`src/rtl/oh_sequencer_pkg.sv`:
```
// Shared definitions for the positional sequencer: control encodings and
// the index-stepping rule used by both the sequencer and its models.
package oh_sequencer_pkg;

    localparam logic MODE_ONEHOT = 1'b0;
    localparam logic MODE_THERM  = 1'b1;

    localparam logic DIR_UP   = 1'b0;
    localparam logic DIR_DOWN = 1'b1;

    // Next index after one step. Arithmetic is against pos (the number of
    // positions), not the power of two the index width could reach.
    function automatic int seq_next_index(
        input int   idx,
        input logic dir,
        input int   pos,
        input bit   wrap_en
    );
        int result;
        result = idx;
        if (dir == DIR_UP) begin
            if (idx >= pos - 1) begin
                result = wrap_en ? 0 : pos - 1;
            end else begin
                result = idx + 1;
            end
        end else begin
            if (idx <= 0) begin
                result = wrap_en ? pos - 1 : 0;
            end else begin
                result = idx - 1;
            end
        end
        return result;
    endfunction

    // True when a step in direction dir would cross an end of the range,
    // whether that end wraps or saturates.
    function automatic bit seq_at_boundary(
        input int   idx,
        input logic dir,
        input int   pos
    );
        bit hit;
        if (dir == DIR_UP) begin
            hit = (idx >= pos - 1);
        end else begin
            hit = (idx <= 0);
        end
        return hit;
    endfunction

endpackage

```
`src/rtl/oh_sequencer_if.sv`:
```
// Control and result bundle of the positional sequencer. The master side
// issues load/step/mode controls; the slave side returns the registered
// index, decoded vector and event pulses.
interface oh_sequencer_if #(
    parameter int N   = 3,
    parameter int POS = 2 ** N
) ();

    logic           load;
    logic [N-1:0]   load_idx;
    logic           step;
    logic           dir;
    logic           mode;
    logic [N-1:0]   index;
    logic [POS-1:0] positional;
    logic           wrap;
    logic           err;

    modport master (
        output load,
        output load_idx,
        output step,
        output dir,
        output mode,
        input  index,
        input  positional,
        input  wrap,
        input  err
    );

    modport slave (
        input  load,
        input  load_idx,
        input  step,
        input  dir,
        input  mode,
        output index,
        output positional,
        output wrap,
        output err
    );

endinterface

```
`src/rtl/oh_sequencer_pos_decoder.sv`:
```
// Combinational binary-to-positional decoder. In one-hot mode exactly the
// bit at index is set; in thermometer mode every bit at or below index is set.
module pos_decoder
    import oh_sequencer_pkg::*;
#(
    parameter int N   = 3,
    parameter int POS = 2 ** N
) (
    input  logic [N-1:0]   index,
    input  logic           mode,
    output logic [POS-1:0] positional
);

    // One comparator per output position; positions beyond POS-1 do not exist,
    // so an index that could exceed them never has to be handled here.
    generate
        for (genvar gi = 0; gi < POS; gi++) begin : g_bit
            assign positional[gi] = (mode == MODE_THERM) ? (index >= N'(gi))
                                                         : (index == N'(gi));
        end
    endgenerate

endmodule

```
`src/rtl/oh_sequencer.sv`:
```
// Registered position sequencer: holds an index that is loaded or stepped
// (wrapping or saturating at the ends of a possibly non-power-of-2 range),
// and presents it alongside its registered one-hot or thermometer decode.
// Wrap/saturation and rejected-load events are flagged as one-cycle pulses.
module oh_sequencer
    import oh_sequencer_pkg::*;
#(
    parameter int N    = 3,
    parameter int POS  = 2 ** N,
    parameter int WRAP = 1
) (
    input  logic          clk,
    input  logic          rst_n,
    oh_sequencer_if.slave bus
);

    logic [N-1:0]   index_reg;
    logic [N-1:0]   index_next;
    logic [POS-1:0] positional_reg;
    logic [POS-1:0] positional_next;
    logic           wrap_reg;
    logic           wrap_next;
    logic           err_reg;
    logic           err_next;
    logic           load_legal;

    // A load is only accepted when it names an existing position.
    assign load_legal = (int'(bus.load_idx) < POS);

    // Next index and event pulses; load has priority over step, and an
    // illegal load holds the index rather than falling through to step.
    always_comb begin
        index_next = index_reg;
        wrap_next  = 1'b0;
        err_next   = 1'b0;
        if (bus.load) begin
            if (load_legal) begin
                index_next = bus.load_idx;
            end else begin
                err_next = 1'b1;
            end
        end else if (bus.step) begin
            index_next = N'(seq_next_index(int'(index_reg), bus.dir, POS, WRAP != 0));
            wrap_next  = seq_at_boundary(int'(index_reg), bus.dir, POS);
        end
    end

    // Decode from the next index so the registered vector always matches the
    // registered index; a mode change alone re-decodes on the next edge.
    pos_decoder #(
        .N   (N),
        .POS (POS)
    ) u_decoder (
        .index      (index_next),
        .mode       (bus.mode),
        .positional (positional_next)
    );

    // Output register; reset discards any load or step in the same cycle.
    always_ff @(posedge clk) begin
        if (!rst_n) begin
            index_reg      <= '0;
            positional_reg <= POS'(1);
            wrap_reg       <= 1'b0;
            err_reg        <= 1'b0;
        end else begin
            index_reg      <= index_next;
            positional_reg <= positional_next;
            wrap_reg       <= wrap_next;
            err_reg        <= err_next;
        end
    end

    assign bus.index      = index_reg;
    assign bus.positional = positional_reg;
    assign bus.wrap       = wrap_reg;
    assign bus.err        = err_reg;

endmodule

```
`src/flat_wrapper.sv`:
```
// flat-port wrapper written by rule: the top's interface ports become plain ports
module oh_sequencer_flat import oh_sequencer_pkg::*;
#(
    parameter int N    = 3,
    parameter int POS  = 2 ** N,
    parameter int WRAP = 1
)
  (clk, rst_n, bus_load, bus_load_idx, bus_step, bus_dir, bus_mode, bus_index, bus_positional, bus_wrap, bus_err);
  oh_sequencer_if #(.N(N), .POS(POS)) bus_i ();
  input  logic clk;
  input  logic rst_n;
  input wire logic [$bits(bus_i.load)-1:0] bus_load;
  input wire logic [$bits(bus_i.load_idx)-1:0] bus_load_idx;
  input wire logic [$bits(bus_i.step)-1:0] bus_step;
  input wire logic [$bits(bus_i.dir)-1:0] bus_dir;
  input wire logic [$bits(bus_i.mode)-1:0] bus_mode;
  output wire logic [$bits(bus_i.index)-1:0] bus_index;
  output wire logic [$bits(bus_i.positional)-1:0] bus_positional;
  output wire logic [$bits(bus_i.wrap)-1:0] bus_wrap;
  output wire logic [$bits(bus_i.err)-1:0] bus_err;
  assign bus_i.load = bus_load;
  assign bus_i.load_idx = bus_load_idx;
  assign bus_i.step = bus_step;
  assign bus_i.dir = bus_dir;
  assign bus_i.mode = bus_mode;
  assign bus_index = bus_i.index;
  assign bus_positional = bus_i.positional;
  assign bus_wrap = bus_i.wrap;
  assign bus_err = bus_i.err;
  oh_sequencer #(.N(N), .POS(POS), .WRAP(WRAP)) u_core (.clk(clk), .rst_n(rst_n), .bus(bus_i));
endmodule
```
`config.mk`:
```
export PLATFORM = sky130hd
export DESIGN_NAME = oh_sequencer_flat
export DESIGN_NICKNAME = d
export VERILOG_FILES = /design/src/rtl/oh_sequencer_pkg.sv /design/src/rtl/oh_sequencer_if.sv /design/src/rtl/oh_sequencer_pos_decoder.sv /design/src/rtl/oh_sequencer.sv /design/src/flat_wrapper.sv
export SDC_FILE = /design/constraint.sdc
export NUM_CORES = 1
export LEC_CHECK = 0
export ABC_AREA = 1
export CAP_MARGIN = 20
export CORE_MARGIN = 5
export CORE_UTILIZATION = 34
export CTS_CLUSTER_DIAMETER = 40
export DETAILED_ROUTE_END_ITERATION = 16
export DONT_BUFFER_PORTS = 1
export GPL_TIMING_DRIVEN = 0
export SLEW_MARGIN = 20
export SYNTH_ARGS = -nofsm -noshare
export SYNTH_HDL_FRONTEND = slang
export SYNTH_HIERARCHICAL = 1
export SYNTH_SLANG_ARGS = --single-unit
```
`constraint.sdc`:
```
create_clock -name clk -period 1.8 [get_ports clk]
set_input_delay 0.45 -clock clk [delete_from_list [all_inputs] [get_ports clk]]
set_output_delay 0.45 -clock clk [all_outputs]
set_load 0.1 [all_outputs]
```
Word level (Yosys, flattened, before mapping)
Index checks and enable logic that the tools add are counted.
{"block": "totals", "reg_bits": 12}
{"block": "op_classes", "n_addsub": 2, "n_lt_le_gt_ge": 10, "eq_ne": 7, "n_mux": 14, "n_bitwise": 2, "reduce_logical": 2}
{"op": "$ge 3x3->1 const B", "count": 5}
{"op": "$mux 3", "count": 5}
{"op": "$eq 3x3->1 const B", "count": 4}
{"op": "$mux 1", "count": 9}
{"op": "$eq 3x2->1 const B", "count": 2}
{"op": "$ge 3x1->1 const B", "count": 2}
{"op": "$ge 3x2->1 const B", "count": 2}
{"op": "$add 3x1->3 const B", "count": 1}
{"op": "$eq 3x1->1 const B", "count": 1}
{"op": "$le 3x1->1 const B", "count": 1}
{"op": "$logic_not 3->1", "count": 1}
{"op": "$reduce_or 3->1", "count": 1}
{"op": "$sub 3x1->3 const B", "count": 1}
{"op": "$not 1->1", "count": 2}

Longest topological paths before layout
{"block": "depth", "word_depth": 7, "depth_mapped": 14, "depth_no_buf": 14}

By module
The synthesis kept the hierarchy.
{"module": "oh_sequencer", "instances": 1, "cells_per_inst": 79, "area_per_inst_um2": 589.3}
{"module": "pos_decoder", "instances": 1, "cells_per_inst": 23, "area_per_inst_um2": 86.3}

Least setup slack after synthesis
No wires, ideal clock.
{"block": "synth_path", "path_type": "register to register", "startpoint": "register u_core.index_reg[0] (netlist: u_core/bus.index[0])", "endpoint": "register u_core.positional_reg[0] (netlist: u_core/bus.positional[0])", "setup_time_ps": 123, "t_arrival_ps": 2346, "required_time_ps": 1677, "path_slack_ps": -669, "path_stages_with_launch": 12, "cell_sequence": "dfxtp_1 > inv_1 > ha_1 > o21ai_1 > nor2_1 > nand2_1 > nand2_2 > nand2_1 > nand2_1 > nand2_1 > nor2_1 > or2_2"}
{"block": "synth_between", "elab_chain_cells": 7, "elab_cells_between_ends": 12}
{"item": "start, declared", "line_no": "oh_sequencer.sv:17", "source": "logic [N-1:0] index_reg;"}
{"item": "start signal, assigned", "line_no": "oh_sequencer.sv:67", "source": "index_reg <= index_next;"}
{"item": "$add 3x1->3 (tied with other cells)", "line_no": "oh_sequencer_pkg.sv:25", "source": "result = idx + 1;"}
{"item": "$mux 3 (on tied branches)", "line_no": "oh_sequencer_pkg.sv:22, oh_sequencer_pkg.sv:28"}
{"item": "$mux 3 *", "line_no": "oh_sequencer_pkg.sv:21", "source": "if (dir == DIR_UP) begin"}
{"item": "$mux 3 *", "line_no": "oh_sequencer.sv:42", "source": "end else if (bus.step) begin"}
{"item": "$mux 3 *", "line_no": "oh_sequencer.sv:36", "source": "if (bus.load) begin"}
{"item": "via u_core.index_next[1]", "line_no": "oh_sequencer.sv:18", "source": "logic [N-1:0] index_next;"}
{"item": "$ge 3x1->1 / $logic_not 3->1 (equally long branches)", "line_no": "oh_sequencer_pos_decoder.sv:18, oh_sequencer_pos_decoder.sv:19"}
{"item": "$mux 1 *", "line_no": "oh_sequencer_pos_decoder.sv:18", "source": "assign positional[gi] = (mode == MODE_THERM) ? (index >= N'(gi))"}
{"item": "via u_core.positional_next[0]", "line_no": "oh_sequencer.sv:20", "source": "logic [POS-1:0] positional_next;"}
{"item": "end signal, assigned", "line_no": "oh_sequencer.sv:68", "source": "positional_reg <= positional_next;"}
{"item": "end, declared", "line_no": "oh_sequencer.sv:19", "source": "logic [POS-1:0] positional_reg;"}
The timed path passes the listed nets; every way through them passes the cells marked *.
A chain may end at the register's enable or synchronous reset.

Final worst setup path
Same ends and word-level chain as after synthesis.

==> impl_metrics.ini <==
[placed_design]
gp_congestion = 0.7372
hpwlAfterDp_mm = 1.095
post-place-ws_ps = -132.1
portBuffers = 0
place_inst = 129

[setup_path]
start_kind = flop
r2r_cells = 12
r2r_start = u_core/bus.index[0]$_SDFF_PN0_
r2r-end = u_core/bus.positional[0]$_SDFF_PN1_
rrSetupSlack_ps = -70
crit_required_ps = 1960
cp-end-kind = flop
criticalPathCategory = reg -> reg
cp.arrival_ps = 2030
critPathMaxFanout = 6

[grt]
grt_pass1_wl_mm = 2.428
gr-total-overflow = 0
grt_start_max_net_pins = 10
grtUsageTotal = 0.1114
grt_pass1_vias = 572
antenna_found_initial = 0

[floorplan]
num_io_pins = 22
placementRows = 16
core-area_um2 = 1922
initial_core_util = 0.3516
dieArea_um2 = 2979
fp.dieW_um = 54.58
die_h_um = 54.58

[sta]
post-route-period-util = 1.037
slew_viol_final = 0
finClkSkew_ps = 3.657
setup_ws_ps = -66.04
fin_crit_ps = 1866
hold_viol = 0
setup_viol_count_final = 4
relSlewSlack = 0.3647
fmax_ghz = 0.5359
rsz0062_at_grt = yes
setup_tns_ps = -112.4
worst_pin_slew_ps = 951.6

[power_and_ir_drop]
clockPowerShare = 0.255
peakVddDrop_mv = 0.5727
p_leak_nw = 0.4520
powerDensity_nw_per_um2 = 925.1
power_frac_seq = 0.550
power_mw = 0.8114
p_int_mw = 0.4723
swShare = 0.4178
power_frac_comb = 0.195
power.net_switching_mw = 0.3390

[synth]
synth_seq_cells = 12
synth_cell_types = 17
synth_top_area_share = 0.3556
synth_area_leader_cell = dfxtp_1
synth.cell_area_um2 = 675.6
avgSynthCellArea_um2 = 6.624
synthCells = 102
yosys-top-cells-area = dfxtp_1, nand2_1, inv_1
ys_seq_area_frac = 0.3556
mappedNetlistNets = 115
ys_warn_count = 6

[cts]
hold_buffers = 0
clock_latency_ps = 270
numCtsBuffers = 3
cts.reportedPaths.clkPinSlew_ps = 70
htreeDepth = 1
cts_tree = done
clockBufferDepth = 2
clkSinkCount = 12
root_buffer = clkbuf_4

[worst_hold_path]
hp-class = in -> reg
hold_path_depth = 1
whs_endpoint = u_core/bus.wrap$_SDFF_PP0_
hp-start = bus_load

[detailed_routing]
drt_first_pass_iters = 5
wire_per_inst_um = 10.62
vias = 606
avgViaCountPerCell = 4.391
ant_nets = 0
drc_errors = 0
wl_mm = 1.465
drt_iter0_drc = 13

[finish]
largest_reg_flops = 8
nets = 125
layoutNonFillerInstCount = 138
syn2layout_area_growth_pct = 29.81
fillCellCount = 205
diodes = 0
drive_gt1_frac = 0.3964

[status]
status = finished, violations left
violations = negative setup slack

[job]
maxCapViolCount = 0
==> final cells by class <==
type | count | area [µm²] | share of cell area
inverter | 22 | 87.58 | 0.09986
multi-input combinational | 66 | 415.4 | 0.4736
tap | 27 | 33.78 | 0.03852
buffer | 2 | 15.01 | 0.01712
sequential | 12 | 251.5 | 0.2867
clock buffer | 4 | 36.28 | 0.04137
timing repair buffer | 5 | 37.54 | 0.04280
==> cells in the final DEF, fill, tap and decap left out <==
master / count
dfxtp_4: 3
conb_1: 1
ha_4: 3
nand3_2: 3
nand2_2: 8
inv_4: 2
inv_1: 14
a211oi_2: 1
ha_2: 1
nor2_1: 15
buf_4: 7
clkbuf_8: 1
dfxtp_1: 9
o21ai_1: 1
nor2_4: 1
clkbuf_4: 3
nand4_1: 1
nand2_1: 21
a21oi_2: 3
nand2_4: 1
nand3_1: 2
a21oi_1: 3
or2_4: 1
inv_2: 6
==> worst max-delay path by stage <==
stage	startpoint	to	depth (start not counted)
4_1_cts	u_core/bus.index[0]$_SDFF_PN0_	u_core/bus.positional[0]$_SDFF_PN1_	12
2_1_floorplan	u_core/bus.index[0]$_SDFF_PN0_	u_core/bus.positional[0]$_SDFF_PN1_	12
5_1_grt	u_core/bus.index[1]$_SDFF_PN0_	u_core/bus.positional[2]$_SDFF_PN0_	14
6_report	u_core/bus.index[0]$_SDFF_PN0_	u_core/bus.positional[0]$_SDFF_PN1_	12
3_3_place_gp	u_core/bus.index[0]$_SDFF_PN0_	u_core/bus.positional[0]$_SDFF_PN1_	13
3_5_place_dp	u_core/bus.index[0]$_SDFF_PN0_	u_core/bus.positional[0]$_SDFF_PN1_	13
==> power by group through the flow <==
stage | Sequential (mW) | Combinational (mW) | Clock (mW)
floorplan | 0.446 | 0.119 | 0
global placement | 0.452 | 0.135 | 0
detailed placement | 0.452 | 0.137 | 0
CTS | 0.447 | 0.147 | 0.215
global route | 0.450 | 0.179 | 0.229
finish | 0.446 | 0.158 | 0.207
==> worst max-delay path, stage by stage (launching register included) <==
cell and delay (ps):
dfxtp_4 470, ha_4 220, ha_4 260, inv_2 30, nor2_1 70, nand3_1 90
nand3_2 80, nand2_2 80, nand2_4 90, nand2_2 70, nand2_2 60, nor2_1 40
or2_4 210
==> metal layers <==
| layer | up-vias | track usage | routed length [µm] | part of all wire |
|---|---|---|---|---|
| li1 | 322 | - | - | - |
| met1 | 267 | 0.1256 | 593 | 0.40 |
| met2 | 17 | 0.1909 | 736 | 0.50 |
| met3 | 0 | 0.04087 | 135 | 0.092 |
| met4 | 0 | 0.03734 | 0 | 0 |
| met5 | - | 0 | 0 | 0 |
==> synthesized netlist by cell type <==
master	instances
nand2_1	28
inv_1	20
nor2_1	16
dfxtp_1	12
ha_1	4
a21oi_1	3
a21oi_2	3
nand3_1	3
buf_4	2
inv_2	2
nand2_2	2
nand3_2	2
a211oi_2	1
conb_1	1
nand4_1	1
o21ai_1	1
or2_2	1
==> stage by stage <==
stage	area (µm²)	hold WS, ps	utilization
6_report	877.1	245.9	0.4564
5_1_grt	877.1	229.1	0.4564
3_3_place_gp	773.2	527.9	0.4023
4_1_cts	842.1	236.2	0.4382
2_1_floorplan	739.5	522.6	-
3_5_place_dp	773.2	526.3	0.4023
==> kinds of logic (layout without fill, tap and decap cells) <==
family	after synthesis	in the layout	share of synthesized area
simple gates	53	53	0.3333
buf+inv	24	33	0.1444
flops	12	12	0.3556
compound gates	8	8	0.08703
fa+ha+maj	4	4	0.07408
other cells	1	1	0.005550
==> what timing repair did <==
item / CTS / global route
pin swaps: 13 / 5
setup endpoints to repair: 6 / 8
resized for setup: 5 / 6
buffers inserted: 3 / 2
Note: power is estimated with default switching activity, not from simulation.
==> patch 1 (config.mk and constraints unchanged) <==
`N` is set to 3 in 4 places; all go to 5.
--- a/src/rtl/oh_sequencer_if.sv
+++ b/src/rtl/oh_sequencer_if.sv
@@ -2,7 +2,7 @@
 // issues load/step/mode controls; the slave side returns the registered
 // index, decoded vector and event pulses.
 interface oh_sequencer_if #(
-    parameter int N   = 3,
+    parameter int N   = 5,
     parameter int POS = 2 ** N
 ) ();
 
--- a/src/rtl/oh_sequencer_pos_decoder.sv
+++ b/src/rtl/oh_sequencer_pos_decoder.sv
@@ -3,7 +3,7 @@
 module pos_decoder
     import oh_sequencer_pkg::*;
 #(
-    parameter int N   = 3,
+    parameter int N   = 5,
     parameter int POS = 2 ** N
 ) (
     input  logic [N-1:0]   index,
--- a/src/rtl/oh_sequencer.sv
+++ b/src/rtl/oh_sequencer.sv
@@ -5,7 +5,7 @@
 module oh_sequencer
     import oh_sequencer_pkg::*;
 #(
-    parameter int N    = 3,
+    parameter int N    = 5,
     parameter int POS  = 2 ** N,
     parameter int WRAP = 1
 ) (
--- a/src/flat_wrapper.sv
+++ b/src/flat_wrapper.sv
@@ -1,7 +1,7 @@
 // flat-port wrapper written by rule: the top's interface ports become plain ports
 module oh_sequencer_flat import oh_sequencer_pkg::*;
 #(
-    parameter int N    = 3,
+    parameter int N    = 5,
     parameter int POS  = 2 ** N,
     parameter int WRAP = 1
 )
Interface: changed (resized bus_index, bus_load_idx and bus_positional); port bits go from 22 to 50. The function was not compared with the original's and may differ.
==> patch 1 against the original RTL <==
- clock skew increased by 3.4 ps
- maximum frequency is 19% lower
- synthesized area rose to 2.9 times the old value
- final cell count grew to 2.9 times the old value
- non-clock buffer count up 22
- global-route usage is 3.5 points higher
- highest routed layer is now met4
- critical endpoint is now u_core/bus.positional[2]$_SDFF_PN0_
- total power rose to 3.0 times the old value
- the flow still finishes with violations (negative setup slack)
- cell area rose to 3.0 times the old value
- die area is 150% higher
- setup slack worse by 430 ps
- sequential cell count is 26 higher
- wire length grew to 3.6 times the old value
==> patch 1: results (changes against the original RTL) <==
* Outcome: complete, but fails checks (unchanged)
* Failing checks: negative setup slack (unchanged)
* Final Worst Setup Slack at -497.1 ps (was -66.04 ps)
* WHS at 251.7 ps (was 245.9 ps)
* Layout cells sized above 1 at 0.3455 (was 0.3964)
* Worst slew margin at 0.3612 (was 0.3647)
* Path depth of the worst reg2reg path at 15 (was 12)
* Clk root buf: clkbuf_8 (was clkbuf_4)
* Register area share after synthesis at 0.3868 (was 0.3556)
* Arr. time, crit path at 2530 ps (was 2030 ps)
* Area after DPL at 2133 sq um (was 773.2 sq um)
* Netlist cell types at 30 (was 17)
* Final setup viols at 32 (was 4)
* Vias in the first global route at 1834 (was 572)
* Hold path endpoint: u_core/bus.positional[22]$_SDFF_PN0_ (was u_core/bus.wrap$_SDFF_PP0_)
* All-layer global routing usage at 0.1464 (was 0.1114)
* Routed len/inst at 13.00 um (was 10.62 um)
* Filler cells at 577 (was 205)
* Worst Skew at 7.083 ps (was 3.657 ps)
* Highest metal layer with signal wires: met4 (was met3)
* Skew-Pair Late Insertion Delay at 290 ps (was 270 ps)
* Detailed Place HPWL at 3624 um (was 1095 um)
* Min-delay src: rst_n (was bus_load)
* Met3 wire len at 299 um (was 135 um)
* Hold depth at 2 (was 1)
* Dpl ws at -578.8 ps (was -132.1 ps)
* Leading post-synthesis cells by instance count: 107 x nand2_1, 53 x inv_1, 38 x dfxtp_1 (was 28 x nand2_1, 20 x inv_1, 16 x nor2_1)
* Initial DRC Count at 87 (was 13)
* VDD IR max at 0.0004442 V (was 0.0005727 V)
* FF-to-FF Start: u_core/bus.index[1]$_SDFF_PN0_ (was u_core/bus.index[0]$_SDFF_PN0_)
* Routing usage on met2 at 0.2397 (was 0.1909)
* Met3 usage at 0.04707 (was 0.04087)
* Largest net degree at the start of global routing at 12 (was 10)
* DRT Pass-1 Iters at 4 (was 5)
* Max reg flops at 32 (was 8)
* Crit path max fanout at 8 (was 6)
* Syn Nets at 319 (was 115)
* Layout Nets at 344 (was 125)
* Met1 wire length at 2341 um (was 593 um)
[patch 1: changes by cell type in the layout (fill, tap and decap cells not counted), sizes merged, moves of 2 or more]
cell    delta
o21bai     +2
buf       +19
xor2       +3
clkbuf     +4
nand3     +22
inv       +32
o21ai     +12
dfxtp     +26
nor2      +11
clkinv     +5
nand2     +78
a21oi      +4
[patch 1: timing repair]
action                     in CTS  in global routing
buffers inserted               14                  3
resized for setup              60                 34
pin swaps                      21                 12
setup endpoints to repair      32                 33
cloned                          1                  1
[patch 1: report_power, final]
part | switching, mW | total [mW] | internal (mW)
logic | 0.361 | 0.586 | 0.225
registers | 0.416 | 1.31 | 0.893
clock network | 0.283 | 0.543 | 0.260
total | 1.06 | 2.44 | 1.38
[patch 1: logic make-up after synthesis]
logic type,after synthesis,share of synthesized area
simple gates,165,0.3556
flops,38,0.3868
buf+inv,68,0.1406
mux,1,0.005089
compound gates,26,0.07761
xor+xnor,3,0.01336
fa+ha+maj,3,0.01909
other cells,1,0.001907
[patch 1: final cells by class]
cell class / count / area, sq um / share of cell area
Buffer: 10 / 73.82 / 0.02769
Clock buffer: 5 / 68.82 / 0.02581
Clock inverter: 2 / 10.01 / 0.003754
Inverter: 57 / 247.7 / 0.09291
Multi-Input combinational cell: 199 / 1226 / 0.4599
Sequential cell: 38 / 779.5 / 0.2924
Tap cell: 72 / 90.09 / 0.03379
Timing Repair Buffer: 19 / 170.2 / 0.06382
[patch 1: worst register-to-register path: stages (launching register included)]
cell and delay, ps:
dfxtp_4 590, ha_4 210, nand2_4 50, nor2_4 90
ha_4 140, o21bai_4 130, o21ai_1 90, nand2_1 100
nand2_2 70, buf_6 150, nor2_4 220, buf_4 160
nand3_1 70, nand2_1 70, nand2_1 50, inv_1 60
==> patch 2 (same settings) <==
Made on the original files. Reset style: asynchronous (`rst_n`), changed in one clocked block.
--- a/src/rtl/oh_sequencer.sv
+++ b/src/rtl/oh_sequencer.sv
@@ -57,7 +57,7 @@
     );
 
     // Output register; reset discards any load or step in the same cycle.
-    always_ff @(posedge clk) begin
+    always_ff @(posedge clk or negedge rst_n) begin
         if (!rst_n) begin
             index_reg      <= '0;
             positional_reg <= POS'(1);
Formal check against the unedited RTL: differs if rst_n is asserted again (counterexample within 4 cycles, from zero or initial values and one cycle with rst_n low); with rst_n held inactive, the same outputs for 10 cycles.
==> patch 2 against the original RTL <==
- the run still ends with negative setup slack left
- setup slack worse by 67 ps
- critical endpoint is now u_core/bus.positional[2]$_DFF_PN0_
- utilization up 1.5 points
- total power grew 18%
- synthesized area down 6.5%
- largest power group unchanged
- non-clock buffer count unchanged
- wire length shrank 6.4%
- cell area down 6.1%
- sequential cell count unchanged
- largest cell class unchanged
==> patch 2: results (changes against the original RTL) <==
* Outcome: complete, but fails checks (unchanged)
* Failing checks: negative setup slack (unchanged)
* Power Dens Cells at 1168 nW/um^2 (was 925.1 nW/um^2)
* All-layer global routing usage at 0.1078 (was 0.1114)
* Dpl ws at -197.1 ps (was -132.1 ps)
* Post-Synth Adder-Cell Area at 0.07921 (was 0.07407)
* Multi-input gates at 57 (was 66)
* First-pass GRT wire length at 2214 um (was 2428 um)
* Arr. time, crit path at 2130 ps (was 2030 ps)
* Final setup viols at 8 (was 4)
* LEAKAGE at 0.4056 nW (was 0.4520 nW)
* Signal inverters at 11 (was 22)
* Area after DPL at 701.9 sq um (was 773.2 sq um)
* Final Worst Setup Slack at -133.0 ps (was -66.04 ps)
* Comb pwr share at 0.189 (was 0.195)
* Layout cells sized above 1 at 0.3736 (was 0.3964)
* Setup Buffers After CTS at 2 (was 3)
* Layout Cells excl Fill at 116 (was 138)
* Area contributors post-synth: dfrtp_1 44%, nand2_1 13%, nor2_1 8.9%, ha_1 7.9%, inv_1 5.3% (was dfxtp_1 36%, nand2_1 16%, inv_1 11%, nor2_1 8.9%, ha_1 7.4%)
* Leading post-synthesis cells by instance count: 22 x nand2_1, 15 x nor2_1, 11 x dfrtp_1 (was 28 x nand2_1, 20 x inv_1, 16 x nor2_1)
* Sw Ratio at 0.4769 (was 0.4178)
* Routability cong. at 0.7658 (was 0.7372)
* Syn Nets at 94 (was 115)
* Multi-input combinational area share at 0.4240 (was 0.4736)
* Initial DRC Count at 1 (was 13)
patch 2: logic make-up (layout without fill, tap and decap cells):
group,count (synthesis),in the layout
AO/OA/AOI/OAI,8,8
other,1,1
AND/OR/NAND/NOR,44,44
buffers and inverters,12,22
adder cells (fa/ha/maj),4,4
flip-flops,12,12
patch 2: final timing paths:
path / cells past startpoint / endpoint / slack (ps)
max in group asynchronous: 1 / u_core/bus.index[0]$_DFF_PN0_ / 850
worst max register to register: 11 / u_core/bus.positional[2]$_DFF_PN0_ / -130
min in group clk: 1 / u_core/bus.wrap$_DFF_PN0_ / 250
worst max-delay path: 11 / u_core/bus.positional[2]$_DFF_PN0_ / -130
worst min-delay path: 0 / u_core/bus.positional[0]$_DFF_PN1_ / 30
worst min register to register: 4 / u_core/bus.wrap$_DFF_PN0_ / 1150
patch 2: metal layers:
layer	routed length, um	share of wire	global-route usage
met5	0	0	0
met4	10	0.0073	0.05106
met3	126	0.092	0.03944
met2	699	0.51	0.1715
met1	534	0.39	0.1276
